--- src/rtl/multdiv_sequencer.sv ---
// Execute-stage sequencer for the shared multi-cycle multiply/divide unit:
// accepts MUL/DIV in X, stalls the front end, pulses start, waits for ready or timeout, writes back.
module multdiv_sequencer #(
    parameter int unsigned TIMEOUT = 40,
    parameter int unsigned RSTATUS = 30
) (
    input  logic        clock,
    input  logic        resetn,
    input  logic        x_valid,
    input  logic [4:0]  x_opcode,
    input  logic [4:0]  x_aluop,
    input  logic [4:0]  x_rd,
    input  logic        x_flush,
    input  logic        md_rdy,
    input  logic        md_exc,
    input  logic [31:0] md_result,
    output logic        ctrl_mult,
    output logic        ctrl_div,
    output logic        stall,
    output logic        md_we,
    output logic [4:0]  md_waddr,
    output logic [31:0] md_wdata,
    output logic        busy
);

    typedef enum logic [1:0] {IDLE, START, BUSY, WB} state_t;

    localparam logic [7:0] LAST_COUNT = 8'(TIMEOUT - 1);
    localparam logic [4:0] STATUS_REG = 5'(RSTATUS);

    state_t      state;
    state_t      state_next;
    logic        is_md;
    logic        timeout_hit;
    logic        op_div;
    logic [4:0]  rd_q;
    logic        exc_q;
    logic [31:0] result_q;
    logic [7:0]  count;

    assign is_md = x_valid & ~x_flush & (x_opcode == 5'b00000)
                 & ((x_aluop == 5'b00110) | (x_aluop == 5'b00111));
    assign timeout_hit = (count == LAST_COUNT);

    always_ff @(posedge clock or negedge resetn) begin
        if (!resetn) begin
            state <= IDLE;
        end else begin
            state <= state_next;
        end
    end

    // Flush outranks both ready and timeout; ready outranks timeout.
    always_comb begin
        state_next = state;
        unique case (state)
            IDLE:  if (is_md) state_next = START;
            START: state_next = x_flush ? IDLE : BUSY;
            BUSY: begin
                if (x_flush) begin
                    state_next = IDLE;
                end else if (md_rdy || timeout_hit) begin
                    state_next = WB;
                end
            end
            WB:    state_next = IDLE;
        endcase
    end

    always_ff @(posedge clock or negedge resetn) begin
        if (!resetn) begin
            op_div   <= 1'b0;
            rd_q     <= '0;
            exc_q    <= 1'b0;
            result_q <= '0;
            count    <= '0;
        end else begin
            unique case (state)
                IDLE: begin
                    if (is_md) begin
                        op_div <= x_aluop[0];
                        rd_q   <= x_rd;
                    end
                end
                START: count <= '0;
                BUSY: begin
                    count <= count + 8'd1;
                    if (md_rdy) begin
                        exc_q    <= md_exc;
                        result_q <= md_result;
                    end else if (timeout_hit) begin
                        exc_q <= 1'b1;
                    end
                end
                WB: ;
            endcase
        end
    end

    always_comb begin
        ctrl_mult = 1'b0;
        ctrl_div  = 1'b0;
        stall     = 1'b0;
        md_we     = 1'b0;
        md_waddr  = '0;
        md_wdata  = '0;
        busy      = (state != IDLE);
        unique case (state)
            IDLE:  stall = is_md;
            START: begin
                stall     = ~x_flush;
                ctrl_mult = ~op_div;
                ctrl_div  = op_div;
            end
            BUSY:  stall = ~x_flush;
            WB: begin
                if (exc_q) begin
                    md_we    = 1'b1;
                    md_waddr = STATUS_REG;
                    md_wdata = op_div ? 32'd5 : 32'd4;
                end else begin
                    md_we    = (rd_q != 5'd0);
                    md_waddr = rd_q;
                    md_wdata = result_q;
                end
            end
        endcase
    end

endmodule

--- config.mk ---
export PLATFORM = sky130hd
export DESIGN_NAME = multdiv_sequencer
export DESIGN_NICKNAME = d
export VERILOG_FILES = /design/src/rtl/multdiv_sequencer.sv
export SDC_FILE = /design/constraint.sdc
export NUM_CORES = 1
export LEC_CHECK = 0
export CORE_MARGIN = 4
export CORE_UTILIZATION = 43
export CTS_CLUSTER_DIAMETER = 200
export DETAILED_ROUTE_END_ITERATION = 12
export PLACE_DENSITY = 0.85
export SYNTH_ARGS = -nofsm -noshare
export SYNTH_HDL_FRONTEND = slang
export SYNTH_SLANG_ARGS = --single-unit
export TNS_END_PERCENT = 20
--- constraint.sdc ---
create_clock -name clock -period 2.3 [get_ports clock]
set_input_delay 0.23 -clock clock [delete_from_list [all_inputs] [get_ports clock]]
set_output_delay 0.23 -clock clock [all_outputs]
set_load 0.02 [all_outputs]
* Word level (Yosys, flattened, before mapping) *
Index checks and enable logic that the tools add are counted.

word-level totals
  flip-flop bits (word level) = 49
  output and inout bits = 42
  word-level logic and storage cells = 51

operators by class
  bitwise logic cells = 6
  reduce and logical (&&, ||, !) cells = 12
  equal/unequal tests = 8
  mux-type cells = 18
  $add $sub $neg = 1

operator list
  cell                                                 number
  two-way mux 32 bit                                   2
  one-hot mux 8 bit (2 select lines)                   1
  equality test 5 x 3 -> 1 bit, second input constant  2
  two-way mux 5 bit                                    2
  adder 8 x 1 -> 8 bit, second input constant          1
  equality test 8 x 6 -> 1 bit, second input constant  1
  two-way mux 2 bit                                    4
  one-hot mux 2 bit (4 select lines)                   1
  AND reduction 2 bit                                  4
  two-way mux 1 bit                                    7
  nonzero test 2 bit                                   3
  zero test 5 bit                                      1
  nonzero test 5 bit                                   1
  equality test 2 bit, second input constant           2
  bitwise AND 1 bit                                    3
  != test 3 bit, second input constant                 1
  equality test 2 x 1 -> 1 bit, second input constant  1
  zero test 2 bit                                      1
  != test 2 bit, second input constant                 1
  NOT 1 bit                                            2
  one-hot mux 1 bit (2 select lines)                   1
  OR reduction 2 bit                                   1
  logical OR 1 bit                                     1
  OR 1 bit                                             1

* Logic depth before layout (Yosys ltp) *
  word-level depth = 6
  mapped depth = 7
  gate-level depth less buffers = 6

* Worst setup path before layout *
OpenSTA, ideal clock, no wires.

  path type = register to output
  from = reg state[0]
  to = out stall
  cell stages (with the launch flop) = 7
  setup slack = 0.264 ns
  data arrival time = 1.806 ns
  data required time = 2.070 ns
  path through = dfrtp_1 -> inv_1 -> ha_1 -> inv_1 -> or4_4 -> buf_6 -> a21oi_1

on the way
  word-level cells in the longest chain between the ends = 3
  elaborated cells between the ends (all ways) = 5

RTL lines
  item                                                                 line  RTL
  from (decl)                                                          31    state_t state;
  from (signal assigned)                                               49    state <= state_next;
  equality test 2 bit or equality test 2 x 1 -> 1 bit (tied branches)  108   unique case (state)
  OR reduction 2 bit (no line)                                         --
  one-hot mux 1 bit (2 select lines) (*)                               108
  to (decl)                                                            19    output logic stall,

Every way passes the cells marked *; elsewhere a longest branch is shown, timed or not.

* Worst setup path in the final report *
  from = in x_flush
  to = out stall

on the way
  word-level cells in the longest chain between the ends = 5

RTL lines
  item                                    line          RTL
  from (decl)                             13            input logic x_flush,
  NOT 1 bit (*)                           41, 111, 115
  bitwise AND 1 bit (2 in a row)          41            assign is_md = x_valid & ~x_flush & (x_opcode == 5'b00000)
  bitwise AND 1 bit                       42            & ((x_aluop == 5'b00110) | (x_aluop == 5'b00111));
  one-hot mux 1 bit (2 select lines) (*)  108

Marks and branches as above.

==> impl_metrics.csv <==
group,metric,value,unit
run_status,status,"finished, final reports clean",
routing,post-route-drc-count,0,
synth,synth_warnings,0,
pwr,ir_drop,0.000516,V
cts,clk_path_buf_depth,2,
die,die_area,6850,um2
synth,syn_nets,263,
worst_setup_path,worstSetupPathType,"input pin to output port",
cts,cts-root-buf,"clkbuf_8",
global_route,grt_overflow_total,0,
synth,yosysUniqueCellTypes,33,
synth,syn_avg_cell_area,11.8,um2
run,drv_cap,0,
worst_setup_path,cpPeakStageDelay,550,ps
worst_setup_path,cp.required,2070,ps
timing,layout_min_cycle_time,2240,ps
routing,vias_per_cell,4.88,
timing,fmax,446,MHz
cts,cts.sinks,49,
die,io-pin-count,95,
cts,cts_max_level,2,
global_route,antenna_found_initial,0,
synth,synth_seq_cells,49,
routing,initialDrtViolationCount,50,
die,num_rows,26,
place,place_area,3490,um2
pwr,leakagePower,2.00,nW
timing,worstMarginPinSlew,351,ps
die,die_h,82.8,um
routing,drtAntennaViolNets,0,
finish,post-route-cell-area,3640,um2
worst_setup_path,startpoint_type,"input pin",
global_route,grt_max_degree,27,
worst_setup_path,cp_num_cells,5,
worst_setup_path,critPathArrivalTime,2010,ps
finish,multi_input_area,1110,um2
finish,final_util,69.1,%
synth,seq_area_frac_synth,51.0,%
synth,synth_area,2400,um2
finish,seqCellArea,1230,um2
worst_setup_path,rr_worst_depth,6,
cts,numCtsBuffers,5,
cts,post_cts_buffers,0,
place,dp_hpwl,4290,um
worst_setup_path,critPathBufInv,2,
die,start_util,45.6,%
routing,wirelength,5430,um
timing,tns,0,ps
finish,n_fill_cell,409,
cts,cts_tree,"yes",
timing,drv_slew,0,
place,placedCellCount,371,
global_route,grt_pass1_vias,1888,
timing,hold_viol_final,0,
min_path,min_path_type,"input pin to asynchronous set/reset pin",
routing,dr_total_vias,1855,
timing,finalClockSkew,4.30,ps
finish,drive_above_1_share,20.6,%
worst_setup_path,crit_family,"simple AND/OR/NAND/NOR gates",
finish,area_delta_synth_final,51.5,%
global_route,grt_usage,16.1,%
pwr,pwr_density_cell,893,nW/um2
die,die_x,82.8,um
finish,antennaDiodeCount,0,
timing,rsz0062_at_grt,"no",
place,port_buffers,94,
worst_setup_path,endpoint_kind,"output port",
worst_setup_path,crit_chain,"clkdlybuf4s50_1 -> or4b_4 -> or4_4 -> a21oi_1 -> buf_4",
worst_setup_path,cp_max_fo,2,
synth,synthCells,204,
place,pre_cts_slack,-434,ps
timing,whs,465,ps
routing,dr.pass1.iters,4,
finish,instances_no_fill,380,
cts,clock_latency,290,ps
timing,relSlewSlack,76.6,%
worst_setup_path,cpMaxStageDelayCell,"or4b_4",
finish,layout.nets,368,
timing,report.final.setup_viol,0,
global_route,grt_pass1_wl,8370,um
die,design.core.area,5270,um2
place,place_congestion,0.803,
cts,path_clk_slew,80,ps
timing,finalWorstSetupSlack,55.7,ps
pwr,total_power,3.25,mW
timing,min_period_over_period,97.6,%
routing,wire_per_inst,14.3,um
-- state kept, by name, summed over array words and instances, names as in the netlist --
register	cells
op_div	1
exc_q	1
result_q	32
rd_q	5
count	8
state	2
-- path summary, 6_finish.rpt --
check | start | end | slack [ps]
worst max-delay path | x_flush | stall | 60
worst min-delay path | resetn | result_q[0] | 460
worst max register to register | state[1] | rd_q[4] | 450
worst min register to register | result_q[31] | result_q[31] | 500
max in group asynchronous | resetn | result_q[10] | 1560
min in group clock | result_q[31] | result_q[31] | 500
-- final cells by class --
class | instances | area share, %
Multi-Input combinational cell | 136 | 30.4
Clock inverter | 1 | 0.824
Inverter | 8 | 0.824
Timing Repair Buffer | 109 | 29.5
Sequential cell | 49 | 33.7
Tap cell | 70 | 2.40
Clock buffer | 7 | 2.37
-- layer usage --
layer  share of wire (%)  GRT usage (%)  vias to the layer above
li1                    -              -                      908
met1                  40           18.8                      882
met2                  52           28.8                       63
met3                 7.8           5.62                        2
met4                0.29           2.94                        0
met5                   0              0                        -
-- synthesized netlist by cell type (all sizes together) --
| master | n | area share, % |
|---|---|---|
| nand3 | 5 | 1.0 |
| nor3 | 1 | 0.21 |
| o21a | 5 | 1.6 |
| nand3b | 1 | 0.31 |
| xor2 | 1 | 0.36 |
| a22oi | 1 | 0.31 |
| or4 | 3 | 1.1 |
| mux2 | 38 | 19 |
| xnor2 | 2 | 0.73 |
| dfrtp | 49 | 51 |
| nand2 | 7 | 1.1 |
| o31ai | 1 | 0.31 |
| nand2b | 1 | 0.26 |
| nand4 | 1 | 0.26 |
| ha | 6 | 3.1 |
| nor4b | 1 | 0.36 |
| nor2b | 3 | 0.78 |
| inv | 8 | 1.2 |
| o21ai | 6 | 1.2 |
| a22o | 2 | 0.73 |
| a21oi | 4 | 0.83 |
| clkbuf | 7 | 1.1 |
| mux2i | 3 | 1.2 |
| or3 | 2 | 0.52 |
| and2 | 32 | 8.3 |
| o31a | 1 | 0.36 |
| or4b | 1 | 0.42 |
| a41o | 1 | 0.42 |
| nor2 | 7 | 1.1 |
| buf | 4 | 0.94 |
-- repair_timing --
| action | CTS | global route |
|---|---|---|
| endpoints found under the hold margin | 49 | 0 |
| resized for setup | 18 | 20 |
| hold buffers | 1 | 0 |
| endpoints found under the setup margin | 15 | 19 |
-- worst min-delay path, stage by stage --
cell,delay (ps)
dlygate4sd3_1,520
buf_2,120
buf_4,280
-- placed cells by master (no fill, tap or decap), types with 2 or more instances in the layout --
master	n
inv_1	8
nor2b_1	2
and2_1	32
or4_1	2
dlymetal6s2s_1	18
a21oi_1	4
xnor2_1	2
o21a_1	5
a22o_1	2
clkdlybuf4s50_1	60
or3_1	2
nand3_1	5
nor2_1	7
dlygate4sd2_1	14
nand2_1	7
ha_1	6
dfrtp_1	49
mux2_2	32
clkbuf_8	6
buf_4	15
mux2_4	6
o21ai_0	6
mux2i_1	3
-- kinds of logic after synthesis --
kind of cell	synth area share (%)
simple gates	15.8
flops	51.0
mux	20.0
compound gates	5.78
buf+inv	3.28
fa+ha+maj	3.12
xor+xnor	1.09
-- power breakdown --
| part | internal [mW] | leakage (nW) | switching (mW) |
|---|---|---|---|
| registers | 1.18 | 0.627 | 0.166 |
| clock network | 0.354 | 0.0585 | 0.260 |
| logic | 0.699 | 1.31 | 0.590 |
| total | 2.24 | 2.00 | 1.02 |
No activity file was read; power rests on OpenSTA's default activity.
